### src/rtl/instr_fetch.sv
// Instruction fetch front end: owns the PC, issues in-order imem reads, buffers two words, flushes on redirect.
// Define FETCH_PERF_EN to add the fetch/flush performance counter ports.
module instr_fetch #(
    parameter logic [31:0] RESET_PC  = 32'h0000_0000,
    parameter logic [31:0] NOP_INSTR = 32'h0000_0013
) (
    input  logic        i_clk,
    input  logic        i_rst,
    input  logic        i_pc_sel,
    input  logic [31:0] i_alu_data,
    output logic        o_imem_req,
    output logic [31:0] o_imem_addr,
    input  logic        i_imem_gnt,
    input  logic        i_imem_rvalid,
    input  logic [31:0] i_imem_rdata,
    output logic [31:0] o_instr,
    output logic [31:0] o_pc,
    output logic [31:0] o_pc_four,
    output logic        o_instr_vld,
    input  logic        i_instr_rdy,
    output logic        o_misalign
`ifdef FETCH_PERF_EN
    ,
    output logic [31:0] o_perf_fetch_cnt,
    output logic [31:0] o_perf_flush_cnt
`endif
);

    localparam int unsigned XLEN = 32;
    localparam int unsigned CW   = 2;

    typedef enum logic {RUN, DRAIN} state_e;

    state_e          state_q, state_d;
    logic [XLEN-1:0] fetch_pc_q, fetch_pc_d;
    logic [XLEN-1:0] tag0_q, tag0_d, tag1_q, tag1_d;
    logic [CW-1:0]   inflight_q, inflight_d;
    logic [CW-1:0]   kill_q, kill_d;
    logic [CW-1:0]   cnt_q, cnt_d;
    logic [XLEN-1:0] head_pc_q, head_pc_d, head_pc4_q, head_pc4_d;
    logic [XLEN-1:0] head_instr_q, head_instr_d;
    logic [XLEN-1:0] tail_pc_q, tail_pc_d, tail_instr_q, tail_instr_d;
    logic            vld_q, vld_d;
    logic            misalign_q, misalign_d;

    logic            pop_c, rsp_c, push_c, req_c, grant_c;
    logic [CW:0]     occ_c;

    // Next-state for PC, tag queue, FIFO, kill count and FSM.
    always_comb begin
        state_d      = state_q;
        fetch_pc_d   = fetch_pc_q;
        tag0_d       = tag0_q;
        tag1_d       = tag1_q;
        inflight_d   = inflight_q;
        kill_d       = kill_q;
        cnt_d        = cnt_q;
        head_pc_d    = head_pc_q;
        head_instr_d = head_instr_q;
        tail_pc_d    = tail_pc_q;
        tail_instr_d = tail_instr_q;
        misalign_d   = 1'b0;

        pop_c   = vld_q && i_instr_rdy;
        // A slot freed by this cycle's pop is reusable at once, giving 1 instr/cycle at L=1.
        occ_c   = 3'(inflight_q) + 3'(cnt_q) - 3'(pop_c);
        req_c   = !i_rst && (state_q == RUN) && (occ_c < 3'd2) && !i_pc_sel;
        grant_c = req_c && i_imem_gnt;
        rsp_c   = i_imem_rvalid && (inflight_q != '0);
        push_c  = rsp_c && (kill_q == '0) && !i_pc_sel;

        if (rsp_c) begin
            tag0_d     = tag1_q;
            inflight_d = inflight_q - 2'd1;
        end
        if (grant_c) begin
            if (inflight_d == '0) tag0_d = fetch_pc_q;
            else                  tag1_d = fetch_pc_q;
            inflight_d = inflight_d + 2'd1;
            fetch_pc_d = fetch_pc_q + 32'd4;
        end
        if (rsp_c && (kill_q != '0)) kill_d = kill_q - 2'd1;

        if (pop_c) begin
            head_pc_d    = tail_pc_q;
            head_instr_d = tail_instr_q;
            cnt_d        = cnt_q - 2'd1;
        end
        if (push_c) begin
            if (cnt_d == '0) begin
                head_pc_d    = tag0_q;
                head_instr_d = i_imem_rdata;
            end else begin
                tail_pc_d    = tag0_q;
                tail_instr_d = i_imem_rdata;
            end
            cnt_d = cnt_d + 2'd1;
        end

        // Grant is blocked during a redirect, so inflight_d already excludes any response this cycle.
        if (i_pc_sel) begin
            cnt_d      = '0;
            kill_d     = inflight_d;
            fetch_pc_d = {i_alu_data[31:2], 2'b00};
            misalign_d = |i_alu_data[1:0];
        end
        if (cnt_d == '0) begin
            head_pc_d    = head_pc_q;
            head_instr_d = NOP_INSTR;
        end
        vld_d      = (cnt_d != '0);
        head_pc4_d = head_pc_d + 32'd4;

        case (state_q)
            RUN: begin
                if (i_pc_sel && (kill_d != '0)) state_d = DRAIN;
            end
            DRAIN: begin
                if (i_pc_sel)            state_d = (kill_d != '0) ? DRAIN : RUN;
                else if (kill_q == '0)   state_d = RUN;
            end
            default: state_d = RUN;
        endcase
    end

    always_ff @(posedge i_clk) begin
        if (i_rst) begin
            state_q      <= RUN;
            fetch_pc_q   <= RESET_PC;
            tag0_q       <= '0;
            tag1_q       <= '0;
            inflight_q   <= '0;
            kill_q       <= '0;
            cnt_q        <= '0;
            head_pc_q    <= RESET_PC;
            head_pc4_q   <= RESET_PC + 32'd4;
            head_instr_q <= NOP_INSTR;
            tail_pc_q    <= '0;
            tail_instr_q <= '0;
            vld_q        <= 1'b0;
            misalign_q   <= 1'b0;
        end else begin
            state_q      <= state_d;
            fetch_pc_q   <= fetch_pc_d;
            tag0_q       <= tag0_d;
            tag1_q       <= tag1_d;
            inflight_q   <= inflight_d;
            kill_q       <= kill_d;
            cnt_q        <= cnt_d;
            head_pc_q    <= head_pc_d;
            head_pc4_q   <= head_pc4_d;
            head_instr_q <= head_instr_d;
            tail_pc_q    <= tail_pc_d;
            tail_instr_q <= tail_instr_d;
            vld_q        <= vld_d;
            misalign_q   <= misalign_d;
        end
    end

    assign o_imem_req  = req_c;
    assign o_imem_addr = fetch_pc_q;
    assign o_instr     = head_instr_q;
    assign o_pc        = head_pc_q;
    assign o_pc_four   = head_pc4_q;
    assign o_instr_vld = vld_q;
    assign o_misalign  = misalign_q;

`ifdef FETCH_PERF_EN
    logic [31:0] fetch_cnt_q, fetch_cnt_d, flush_cnt_q, flush_cnt_d;

    // Event counters: FIFO pushes and redirect pulses.
    always_comb begin
        fetch_cnt_d = fetch_cnt_q + 32'(push_c);
        flush_cnt_d = flush_cnt_q + 32'(i_pc_sel);
    end

    always_ff @(posedge i_clk) begin
        if (i_rst) begin
            fetch_cnt_q <= '0;
            flush_cnt_q <= '0;
        end else begin
            fetch_cnt_q <= fetch_cnt_d;
            flush_cnt_q <= flush_cnt_d;
        end
    end

    assign o_perf_fetch_cnt = fetch_cnt_q;
    assign o_perf_flush_cnt = flush_cnt_q;
`endif

endmodule

### config.mk
export PLATFORM = sky130hd
export DESIGN_NAME = instr_fetch
export DESIGN_NICKNAME = d
export VERILOG_FILES = /design/src/rtl/instr_fetch.sv
export SDC_FILE = /design/constraint.sdc
export NUM_CORES = 1
export LEC_CHECK = 0
export CAP_MARGIN = 20
export CORE_MARGIN = 8
export CORE_UTILIZATION = 57
export DETAILED_ROUTE_END_ITERATION = 10
export GPL_ROUTABILITY_DRIVEN = 0
export PLACE_DENSITY_LB_ADDON = 0.12
export RECOVER_POWER = 25
export SYNTH_ARGS = -nofsm -noshare
export SYNTH_HDL_FRONTEND = slang
export SYNTH_SLANG_ARGS = --single-unit
export TNS_END_PERCENT = 10
### constraint.sdc
create_clock -name i_clk -period 9.49 [get_ports i_clk]
set_clock_uncertainty 0.15 [all_clocks]
set_input_delay 1.4235 -clock i_clk [delete_from_list [all_inputs] [get_ports i_clk]]
set_output_delay 1.4235 -clock i_clk [all_outputs]
set_load 0.01 [all_outputs]
# == Word-level counts from Yosys, hierarchy flattened ==
# Cells that the tools add are included.
# classes
bitwise_logic,4
reduce_logical,27
muxes,24
n_lt_le_gt_ge,1
add_sub_neg,9
# ops
operator,count
$mux 32,12
$add 32x3->32 const B,2
$mux 2,7
$logic_and 1x1->1,10
$reduce_bool 2->1,5
$logic_not 2->1,4
$reduce_or 2->1,4
$sub 2x1->2 const B,3
$add 2x1->2 const B,2
$mux 1,4
$not 1->1,4
$reduce_and 2->1,2
$add 2x2->3,1
$lt 3x2->1 const B,1
$sub 3x1->3,1
$logic_not 1->1,2
$pmux 1 s2,1
# word_totals
input_bits,70
register_bits,265
out_inout_bits,131
elab_cells,80

# == Logic depth before layout (Yosys ltp) ==
# depth
ltp_word,12
ltp_mapped,21
mapped_depth_nobuf,15

# == Worst setup path after synthesis ==
# No wires, ideal clock.
# synth_timing
path_kind,in2reg
startpoint,in i_instr_rdy
endpoint,"reg head_pc4_q[14], in the netlist o_pc_four[14]"
stages,20
setup_ns,0.121
required_time_ns,9.219
t_arrival_ns,5.638
path_buffers,6
slack_ns,3.580
cell_sequence,nand2_1 > inv_1 > clkbuf_1 > buf_1 > ha_1 > ha_1 > nor2_1 > a21oi_2 > o221a_1 > buf_4 > buf_2 > buf_2 > clkbuf_1 > nor2_1 > a21oi_1 > ha_1 > o2111ai_4 > or3_1 > or3_1 > mux2_4
# synth_via
elab_chain_len,8
elab_cells_between_ends,12
classes_between,add/sub: 2; mux: 7; reduce/logical: 3
# synth_rtl
item,line,source
start: declaration,20,"input logic i_instr_rdy,"
$logic_and 1x1->1 (*),64,pop_c = vld_q && i_instr_rdy;
$mux 2,84,if (pop_c) begin
$add 2x1->2,97,cnt_d = cnt_d + 2'd1;
$mux 2,89,if (push_c) begin
$mux 2,101,if (i_pc_sel) begin
$logic_not 2->1,107,if (cnt_d == '0) begin
$mux 32 (*),107,
named net head_pc_d[3],40,"logic [XLEN-1:0] head_pc_q, head_pc_d, head_pc4_q, head_pc4_d;"
$add 32x3->32 (*),112,head_pc4_d = head_pc_d + 32'd4;
end signal: assignment,136,head_pc4_q <= RESET_PC + 32'd4;
end signal: assignment,151,head_pc4_q <= head_pc4_d;
end: declaration,40,
# Mark *: on every way through the listed nets, which the timed path passes. The rest lies on a longest branch.
# A chain may end at the register's enable or synchronous reset.

# == Final worst setup path ==
# layout_timing
startpoint,in i_instr_rdy
endpoint,out o_imem_req
# layout_via
elab_chain_len,5
# layout_rtl
item,line,source
$logic_and 1x1->1,64,
$sub 3x1->3,66,occ_c = 3'(inflight_q) + 3'(cnt_q) - 3'(pop_c);
$lt 3x2->1,67,req_c = !i_rst && (state_q == RUN) && (occ_c < 3'd2) && !i_pc_sel;
$logic_and 1x1->1 (2 in series),67,
end: declaration,11,"output logic o_imem_req,"
# No other way between the ends.

==> results.py <==
metrics = {
    "critical_path": {
        "cp-startpoint": "i_instr_rdy",
        "worst_setup_path_end_kind": "primary output",
        "critPathSlowestCell": "clkdlybuf4s50_1",
        "max_stage_delay_ns": 0.54,
        "crit_fanout": 48,
        "required_ns": 7.92,
        "r2r_start": "o_instr_vld$_SDFF_PP0_",
        "cp_top_family": "buffers and inverters",
        "path_buf_inv": 5,
        "startpoint_type": "input port",
        "worst-setup-path-type": "in2out",
        "path_cells": "clkdlybuf4s50_1 > nand2_2 > buf_4 > inv_1 > buf_4 > ha_1 > nand2b_1 > fa_1 > nor4b_1 > and2_1 > clkdlybuf4s50_1",
        "critPathArrivalTime_ns": 5.20,
    },
    "floorplanning": {
        "row_count": 52,
        "fp.coreArea_um2": 20040,
        "die_y_um": 158.0,
        "die_w_um": 158.0,
        "pin_count": 201,
        "die-area_um2": 24960,
        "start_util_pct": 57.34,
    },
    "synth": {
        "yosysWarnings": 0,
        "synthArstFlopShare_pct": 0,
        "synth_top_area_share_pct": 45.12,
        "synth.largest_area_cell": "dfxtp_1",
        "synth_area_per_cell_um2": 7.876,
        "synth_top_cells_by_area": "dfxtp_1 45%, nand2_1 10%, a21oi_1 6.8%",
        "seq_area_frac_synth_pct": 45.12,
        "synthFlopType": "dfxtp_1",
        "synth-edff-count": 0,
        "synth.distinct_cells": 70,
        "ys_ff_latch": 259,
        "synthesis.area_um2": 11490,
        "synth.top_cells.by_count": "315 x nand2_1, 259 x dfxtp_1, 174 x nor2_1",
        "yosysMostFrequentCell": "nand2_1",
        "synth_cells": 1459,
    },
    "grt": {
        "antenna_found_initial": 0,
        "overflow": 0,
        "grt_busiest_layer": "met2",
        "use_met3_pct": 5.214,
        "use_met1_pct": 33.74,
        "grtUsageTotal_pct": 24.34,
        "grt_pass1_vias": 9971,
        "grt_pass1_wl_um": 50720,
        "use_met2_pct": 38.04,
        "grt_max_degree": 133,
    },
    "final_layout": {
        "area_growth_pct": 25.93,
        "drive_gt1_share_pct": 5.162,
        "nets": 1667,
        "post-route-util_pct": 72.21,
    },
    "flow_run": {
        "drv_cap": 1,
    },
    "sta": {
        "worstMarginPinSlew_ns": 2.267,
        "finalCriticalPeriod_ns": 6.773,
        "fmax_mhz": 147.7,
        "rsz0062_at_grt": "no",
        "finalSetupViolCount": 0,
        "relSlewSlack_pct": -51.11,
        "period_share_pct": 71.37,
        "setup_tns_ns": 0,
        "slew_viol_final": 52,
        "hold_viol": 0,
    },
    "clocking": {
        "cts_buffers": 27,
        "cts-root-buf": "clkbuf_16",
        "cts_max_level": 1,
        "clk_path_buf_depth": 3,
        "cts_hold_buf": 0,
        "clk_pin_slew_worst_paths_ns": 0.06,
        "cts_resized": 0,
        "cts_setup_buffers": 0,
        "clock_latency_ns": 0.53,
        "cts_tree": "built",
        "cts.sinks": 259,
    },
    "run_status": {
        "violations": "max-capacitance violations, max-slew violations",
        "status": "finished with violations",
    },
    "detailed_routing": {
        "wl_per_cell_um": 16.83,
        "finalWirelength_um": 31620,
        "drt-pass1-iter-count": 7,
        "via_per_inst": 5.839,
        "vias": 10970,
        "ant_nets": 0,
        "drcViolationCount": 0,
        "detail_route.iter0.violations": 1168,
    },
    "place": {
        "io_buffers": 198,
        "place_hpwl_um": 21060,
    },
    "power": {
        "power.leakage_nw": 5.445,
        "seqPwrFrac_pct": 41.7,
        "p_per_area_nw_per_um2": 206.3,
        "p_comb_share_pct": 20.9,
        "p_sw_w": 0.0008969,
        "p_sw_share_pct": 30.05,
        "pwr-share-clk_pct": 37.4,
        "vdd_ir_drop_max_mv": 0.1372,
        "internal_power_w": 0.002088,
    },
    "min_path": {
        "hold_class": "reg2reg",
        "hold_path_startpoint": "tag1_q[15]$_SDFFE_PP0P_",
    },
}
routing by layer:
metal	vias up	wire length (um)
li1	5349	-
met1	5134	14040
met2	453	14340
met3	36	2841
met4	0	403
met5	-	0
layout make-up:
type | instances | area, um^2
clock buffers | 37 | 783.3
clock inverters | 12 | 170.2
fillers | 1625 | 5569
inverters | 19 | 71.32
multi-input cells | 1069 | 5806
well taps | 270 | 337.8
repair buffers | 212 | 2115
diodes | 1 | 2.502
flip-flops and latches | 259 | 5185
worst paths after layout:
path,endpoint,slack [ns],cells past startpoint
worst max register to register,o_pc_four[14]$_SDFF_PP0_,3.96,17
worst max-delay path,o_imem_req,2.72,11
worst min register to register,tag1_q[15]$_SDFFE_PP0P_,0.30,2
worst min-delay path,tag1_q[15]$_SDFFE_PP0P_,0.30,2
registers in the layout, indices dropped and copies added (netlist names):
register	flops
cnt_q	2
inflight_q	2
kill_q	2
o_imem_addr	30
o_instr	32
o_instr_vld	1
o_misalign	1
o_pc	32
o_pc_four	30
state_q	1
tag0_q	32
tag1_q	30
tail_instr_q	32
tail_pc_q	32
worst register-to-register path, cell delays in order, from the launching register on:
cell,delay (ns)
dfxtp_1,0.46
nand2_2,0.07
buf_4,0.31
inv_1,0.12
buf_4,0.44
ha_1,0.42
ha_1,0.28
nor2b_1,0.20
nand2_4,0.92
o22ai_1,0.23
nand2_1,0.10
o21ai_0,0.12
inv_1,0.10
ha_1,0.25
o2111ai_4,0.19
or3_1,0.35
or3_1,0.40
mux2_4,0.31
through the flow:
step	instances	total power [W]	hold WS (ns)	worst slack, ns	area [um^2]
floorplan	1460	0.001661	0.2820	3.580	11490
global placement	1826	0.001863	0.2906	2.793	13460
detailed placement	1828	0.001879	0.2961	2.621	13500
CTS	1877	0.002988	0.3042	2.776	14450
global route	1878	0.003113	0.3189	2.503	14470
finish	1879	0.002985	0.3019	2.717	14470
power by group through the flow:
stage,clock (W),combinational (W),sequential [W]
6_report,0.00112,0.000625,0.00124
5_1_grt,0.00118,0.000682,0.00125
3_5_place_dp,0,0.000614,0.00126
3_3_place_gp,0,0.000599,0.00126
2_1_floorplan,0,0.000418,0.00124
4_1_cts,0.00113,0.000621,0.00124
layout by cell type, fill, tap and decap left out, types with 4 or more instances in the layout:
cell	instances
mux2i_1	31
a211oi_1	37
xor2_1	20
a21oi_1	155
bufinv_16	4
inv_1	19
buf_4	11
dfxtp_1	259
clkbuf_16	27
clkinv_2	4
ha_1	8
nand2_1	312
clkdlybuf4s50_1	101
nor4_1	9
a31oi_1	7
xnor2_1	11
nand4_1	15
clkinvlp_4	4
nand3_1	35
nor2b_1	12
o22ai_1	32
and3_1	9
or3_1	5
clkbuf_8	7
a21o_1	8
a311oi_1	32
dlygate4sd3_1	95
and4_1	4
o21ai_0	61
and2_1	5
clkbuf_1	4
a222oi_1	6
nor3_1	17
nor2_1	173
kinds of logic after synthesis:
group | Yosys count | synth area share, %
buffers and inverters | 132 | 4.628
XOR/XNOR | 31 | 2.363
multiplexers | 34 | 3.027
other | 1 | 0.03263
AO/OA/AOI/OAI | 373 | 20.65
flip-flops | 259 | 45.12
AND/OR/NAND/NOR | 620 | 23.14
adder cells (fa/ha/maj) | 9 | 1.045
Note: power is estimated with default switching activity, not from simulation.
